$ cat src/rtl/regfile_scoreboard.sv
// Register file with ALU (A) and load (B) write ports, bypassed read ports and
// a per-register busy scoreboard for outstanding loads.
module regfile_scoreboard #(
    parameter int unsigned DATA_WIDTH   = 32,
    parameter int unsigned ADDR_WIDTH   = 5,
    parameter int unsigned ZERO_REG     = 1,
    parameter int unsigned BYPASS       = 1,
    parameter int unsigned PRESET_INDEX = 1,
    parameter logic [DATA_WIDTH-1:0] PRESET_VALUE = DATA_WIDTH'(1)
) (
    input  logic                  clk,
    input  logic                  reset,
    input  logic [ADDR_WIDTH-1:0] rd_index1,
    input  logic [ADDR_WIDTH-1:0] rd_index2,
    output logic [DATA_WIDTH-1:0] rd_data1,
    output logic [DATA_WIDTH-1:0] rd_data2,
    output logic                  rd_busy1,
    output logic                  rd_busy2,
    input  logic                  wa_enable,
    input  logic [ADDR_WIDTH-1:0] wa_index,
    input  logic [DATA_WIDTH-1:0] wa_data,
    input  logic                  wb_enable,
    input  logic [ADDR_WIDTH-1:0] wb_index,
    input  logic [DATA_WIDTH-1:0] wb_data,
    input  logic                  claim_enable,
    input  logic [ADDR_WIDTH-1:0] claim_index,
    input  logic                  flush,
    output logic [ADDR_WIDTH:0]   pending_count
);

    localparam int unsigned REG_COUNT = 2 ** ADDR_WIDTH;
    localparam int unsigned CNT_WIDTH = ADDR_WIDTH + 1;
    localparam bit          PRESET_ON = !((ZERO_REG != 0) && (PRESET_INDEX == 0));

    logic [DATA_WIDTH-1:0] regs [REG_COUNT];
    logic [REG_COUNT-1:0]  busy;
    logic [REG_COUNT-1:0]  busy_next;
    logic [CNT_WIDTH-1:0]  busy_total;

    function automatic logic is_zero(input logic [ADDR_WIDTH-1:0] idx);
        return (ZERO_REG != 0) && (idx == '0);
    endfunction

    // Bypass order: load writeback beats ALU writeback beats stored value.
    function automatic logic [DATA_WIDTH-1:0] read_value(input logic [ADDR_WIDTH-1:0] idx,
                                                          input logic [DATA_WIDTH-1:0] stored);
        if (is_zero(idx))
            return '0;
        if ((BYPASS != 0) && wb_enable && (wb_index == idx))
            return wb_data;
        if ((BYPASS != 0) && wa_enable && (wa_index == idx))
            return wa_data;
        return stored;
    endfunction

    // A load completing this cycle hides the busy bit when bypassing.
    function automatic logic read_busy(input logic [ADDR_WIDTH-1:0] idx, input logic raw);
        if (is_zero(idx))
            return 1'b0;
        if ((BYPASS != 0) && wb_enable && (wb_index == idx))
            return 1'b0;
        return raw;
    endfunction

    always_comb begin
        rd_data1 = read_value(rd_index1, regs[rd_index1]);
        rd_data2 = read_value(rd_index2, regs[rd_index2]);
        rd_busy1 = read_busy(rd_index1, busy[rd_index1]);
        rd_busy2 = read_busy(rd_index2, busy[rd_index2]);
    end

    // Per-register busy update: flush, then claim, then release.
    always_comb begin
        busy_next = busy;
        for (int unsigned i = 0; i < REG_COUNT; i++) begin
            if (flush)
                busy_next[ADDR_WIDTH'(i)] = 1'b0;
            else if (claim_enable && (claim_index == ADDR_WIDTH'(i)) && !is_zero(ADDR_WIDTH'(i)))
                busy_next[ADDR_WIDTH'(i)] = 1'b1;
            else if (wb_enable && (wb_index == ADDR_WIDTH'(i)))
                busy_next[ADDR_WIDTH'(i)] = 1'b0;
        end
    end

    always_comb begin
        busy_total = '0;
        for (int unsigned i = 0; i < REG_COUNT; i++)
            busy_total = busy_total + CNT_WIDTH'(busy_next[ADDR_WIDTH'(i)]);
    end

    // Data array; port B is written last so it wins an index collision.
    always_ff @(posedge clk) begin
        if (reset) begin
            for (int unsigned i = 0; i < REG_COUNT; i++)
                regs[ADDR_WIDTH'(i)] <= (PRESET_ON && (i == PRESET_INDEX)) ? PRESET_VALUE : '0;
        end else begin
            if (wa_enable && !is_zero(wa_index))
                regs[wa_index] <= wa_data;
            if (wb_enable && !is_zero(wb_index))
                regs[wb_index] <= wb_data;
        end
    end

    always_ff @(posedge clk) begin
        if (reset) begin
            busy          <= '0;
            pending_count <= '0;
        end else begin
            busy          <= busy_next;
            pending_count <= busy_total;
        end
    end

endmodule

$ cat config.mk
export PLATFORM = sky130hd
export DESIGN_NAME = regfile_scoreboard
export DESIGN_NICKNAME = d
export VERILOG_FILES = /design/src/rtl/regfile_scoreboard.sv
export SDC_FILE = /design/constraint.sdc
export NUM_CORES = 2
export LEC_CHECK = 0
export BUFFER_PORTS_ARGS = -buffer_cell sky130_fd_sc_hd__buf_4
export CAP_MARGIN = 10
export CORE_ASPECT_RATIO = 2
export CORE_MARGIN = 2
export CORE_UTILIZATION = 40
export CTS_BUF_LIST = sky130_fd_sc_hd__clkbuf_8 sky130_fd_sc_hd__clkbuf_16
export DETAILED_ROUTE_END_ITERATION = 10
export PLACE_DENSITY = 0.6
export SLEW_MARGIN = 20
export SYNTH_ARGS = -nofsm -noshare
export SYNTH_HDL_FRONTEND = slang
export SYNTH_SLANG_ARGS = --single-unit
export TNS_END_PERCENT = 50
$ cat constraint.sdc
create_clock -name clk -period 7.4 [get_ports clk]
set_input_delay 0.74 -clock clk [delete_from_list [all_inputs] [get_ports clk]]
set_output_delay 0.74 -clock clk [all_outputs]
set_load 0.1 [all_outputs]
==> impl_metrics.env <==
export IMPL_outcome="complete, no violations"
export IMPL_timing_hold_ws_ps=454.9
export IMPL_yosysTopAreaCell="edfxtp_1"
export IMPL_fin_util_pct=44.48
export IMPL_power_density_nw_per_um2=218.7
export IMPL_area_growth_pct=10.46
export IMPL_antenna_found_initial=15
export IMPL_synth_area_sq_um=63310
export IMPL_fp_dieW_um=285.3
export IMPL_slew_headroom_pct=15.76
export IMPL_via_per_inst=7.924
export IMPL_multi_input_comb_area_sq_um=29460
export IMPL_hpwl_um=185800
export IMPL_grt_use_total_pct=37.41
export IMPL_synth_most_common_cell="edfxtp_1"
export IMPL_crit_required_ps=8000
export IMPL_grt_overflow_total=0
export IMPL_fin_skew_ps=23.17
export IMPL_start_util_pct=40.27
export IMPL_vias=50906
export IMPL_finalSetupViolCount=0
export IMPL_ctsResizeCount=0
export IMPL_cts_root_buffer="clkbuf_16"
export IMPL_h_tree_depth=3
export IMPL_dr_pass1_iters=6
export IMPL_cp_start_kind="input pin"
export IMPL_fin_tns_setup_ps=0
export IMPL_drcViolationCount=0
export IMPL_synth_area_leaders="edfxtp_1, mux4_2, a22o_1"
export IMPL_ys_seq_area_share_pct=49.77
export IMPL_fin_nets=4374
export IMPL_synthArstFlopShare_pct=0
export IMPL_cts_sinks=1062
export IMPL_ys_flop_type="edfxtp_1"
export IMPL_fillers=13889
export IMPL_final_layout_size_suffix_gt1_share_pct=27.07
export IMPL_syn_area_per_cell_sq_um=14.21
export IMPL_cpLargestDelayFamily="adder cells"
export IMPL_rows=206
export IMPL_netlist_top_cells_count="edfxtp_1, a22o_1, mux4_2"
export IMPL_synth_seq_cells=1062
export IMPL_slew_viol_final=0
export IMPL_min_period_ps=5788
export IMPL_rrSetupSlack_ps=2200
export IMPL_grt_pass1_vias=50558
export IMPL_postCtsSetupRepairBufs=0
export IMPL_crit_buf_inv=2
export IMPL_cts_buffer_depth=3
export IMPL_synth_distinct_cells=69
export IMPL_coreArea_sq_um=157200
export IMPL_hold_class="input pin to flop"
export IMPL_p_leak_nw=23.64
export IMPL_place_area_sq_um=66550
export IMPL_seqCellArea_sq_um=31510
export IMPL_vdd_ir_drop_max_mv=0.1630
export IMPL_synth_edf_count=1024
export IMPL_worstSkewPairLatency_ps=730
export IMPL_wirelength_um=308200
export IMPL_numCtsBuffers=97
export IMPL_path_cells="buf_4 > nor2b_1 > nand2_1 > o21ai_0 > a21o_1 > fa_1 > fa_1 > fa_1 > fa_1 > fa_1 > inv_1 > fa_1 > ha_1 > fa_1 > a21o_1 > a21oi_1 > xor2_1 > nor2_1"
export IMPL_crit_arrival_ps=6390
export IMPL_worstMarginPinSlew_ps=1264
export IMPL_die_h_um=566.6
export IMPL_cpPeakStageDelay_ps=540
export IMPL_syn_inst=4454
export IMPL_path_class="input pin to flop"
export IMPL_numPortBuffers=166
export IMPL_design_power_total_mw=15.29
export IMPL_cts_tree="yes"
export IMPL_grt_setup_unrepaired="no"
export IMPL_hold_viol_final=0
export IMPL_cpMostUsedCell="fa_1"
export IMPL_dieArea_sq_um=161700
export IMPL_drv_cap=0
export IMPL_grt_pass1_wl_um=416400
export IMPL_cpMaxStageDelayCell="fa_1"
export IMPL_cts_clk_slew_worst_paths_ps=70
export IMPL_wl_per_cell_um=47.98
export IMPL_critPathMaxFanout=11
export IMPL_final_cell_area_sq_um=69930
export IMPL_synth_top_area_share_pct=48.57
export IMPL_gp_congestion=0.9672
export IMPL_yosysWarnings=0
export IMPL_hold_buffers=0
export IMPL_ant_nets=0
export IMPL_grt_max_degree=88
export IMPL_cp_end_kind="flop"
export IMPL_fmaxAchievable_ghz=0.1728
export IMPL_pin_count=167
export IMPL_post_route_period_util_pct=78.21
export IMPL_drtIter0Drc=8571
worst reg2reg max path: cells and delay by family, from the launching register on:
kind | cells | cell delay, ps
DFF | 1 | 370
adders and majority gates | 8 | 3580
and+or+nand+nor | 2 | 440
AOI/OAI and AO/OA | 2 | 390
buffers and inverters | 2 | 130
xor gates and xnor gates | 1 | 170
through the flow:
stage | std cells | setup slack [ps]
floorplan | 4485 | 1524
global placement | 6223 | 955.8
detailed placement | 6225 | 897.8
CTS | 6406 | 1616
global route | 6412 | 1324
finish | 6424 | 1612
cell usage in the layout (no fill, tap or decap), drive strengths merged, types with 25 or more instances in the layout:
cell    netlist  final
a21o         33     33
a21oi        73     73
a221o        25     25
a221oi       37     37
a22o        998    998
a31oi        35     35
buf         294    355
clkbuf      398    100
clkinv        1     43
conb          1     32
dfxtp        38     38
edfxtp     1024   1024
inv          45     66
mux2         53     53
mux2i       183    183
mux4        493    493
nand2        87     87
nand3        63     63
nor2        128    128
nor3         41     41
o21ai        61     61
o221ai       58     58
o31ai        26     26
cells by family after synthesis:
family	Yosys count	synth area share, %
AO/OA/AOI/OAI	1437	18.81
XOR/XNOR	22	0.3044
adder cells (fa/ha/maj)	31	0.8973
buffers and inverters	738	5.301
flip-flops	1062	49.77
multiplexers	729	21.37
other	1	0.005923
AND/OR/NAND/NOR	434	3.534
layout make-up:
type                            instances  area share [%]
Antenna cell                           14         0.05010
Clock buffer                           99           3.543
Clock inverter                         82           1.090
Inverter                               46          0.2487
Multi-Input combinational cell       2685           42.13
Sequential cell                      1062           45.06
Tap cell                             2080           3.721
Timing Repair Buffer                  356           4.160
final timing paths:
check              startpoint               end  cells past startpoint
setup / recovery  wb_index[0]  pending_count[4]                     18
hold / removal          reset          busy[28]                      2
setup reg to reg      busy[0]  pending_count[4]                     15
hold reg to reg      busy[17]          busy[17]                      3
metal layers:
metal  share of wire, %  track usage, %  vias to the layer above
li1                   -               -                    18189
met1                 29           39.96                    25573
met2                 45           56.66                     5179
met3                 13           12.86                     1939
met4                 12           37.12                       26
met5              0.070          0.3916                        -
power by group:
| part | internal (mW) | leakage (nW) | switching [mW] |
|---|---|---|---|
| Sequential | 6.94 | 10.1 | 0.195 |
| Combinational | 0.876 | 11.9 | 1.92 |
| Clock | 2.89 | 1.64 | 2.47 |
flip-flops by register name, summed over array words and instances, names as in the netlist:
signal         flops
regs            1024
busy              32
pending_count      6
(Power assumes the default switching activity.)
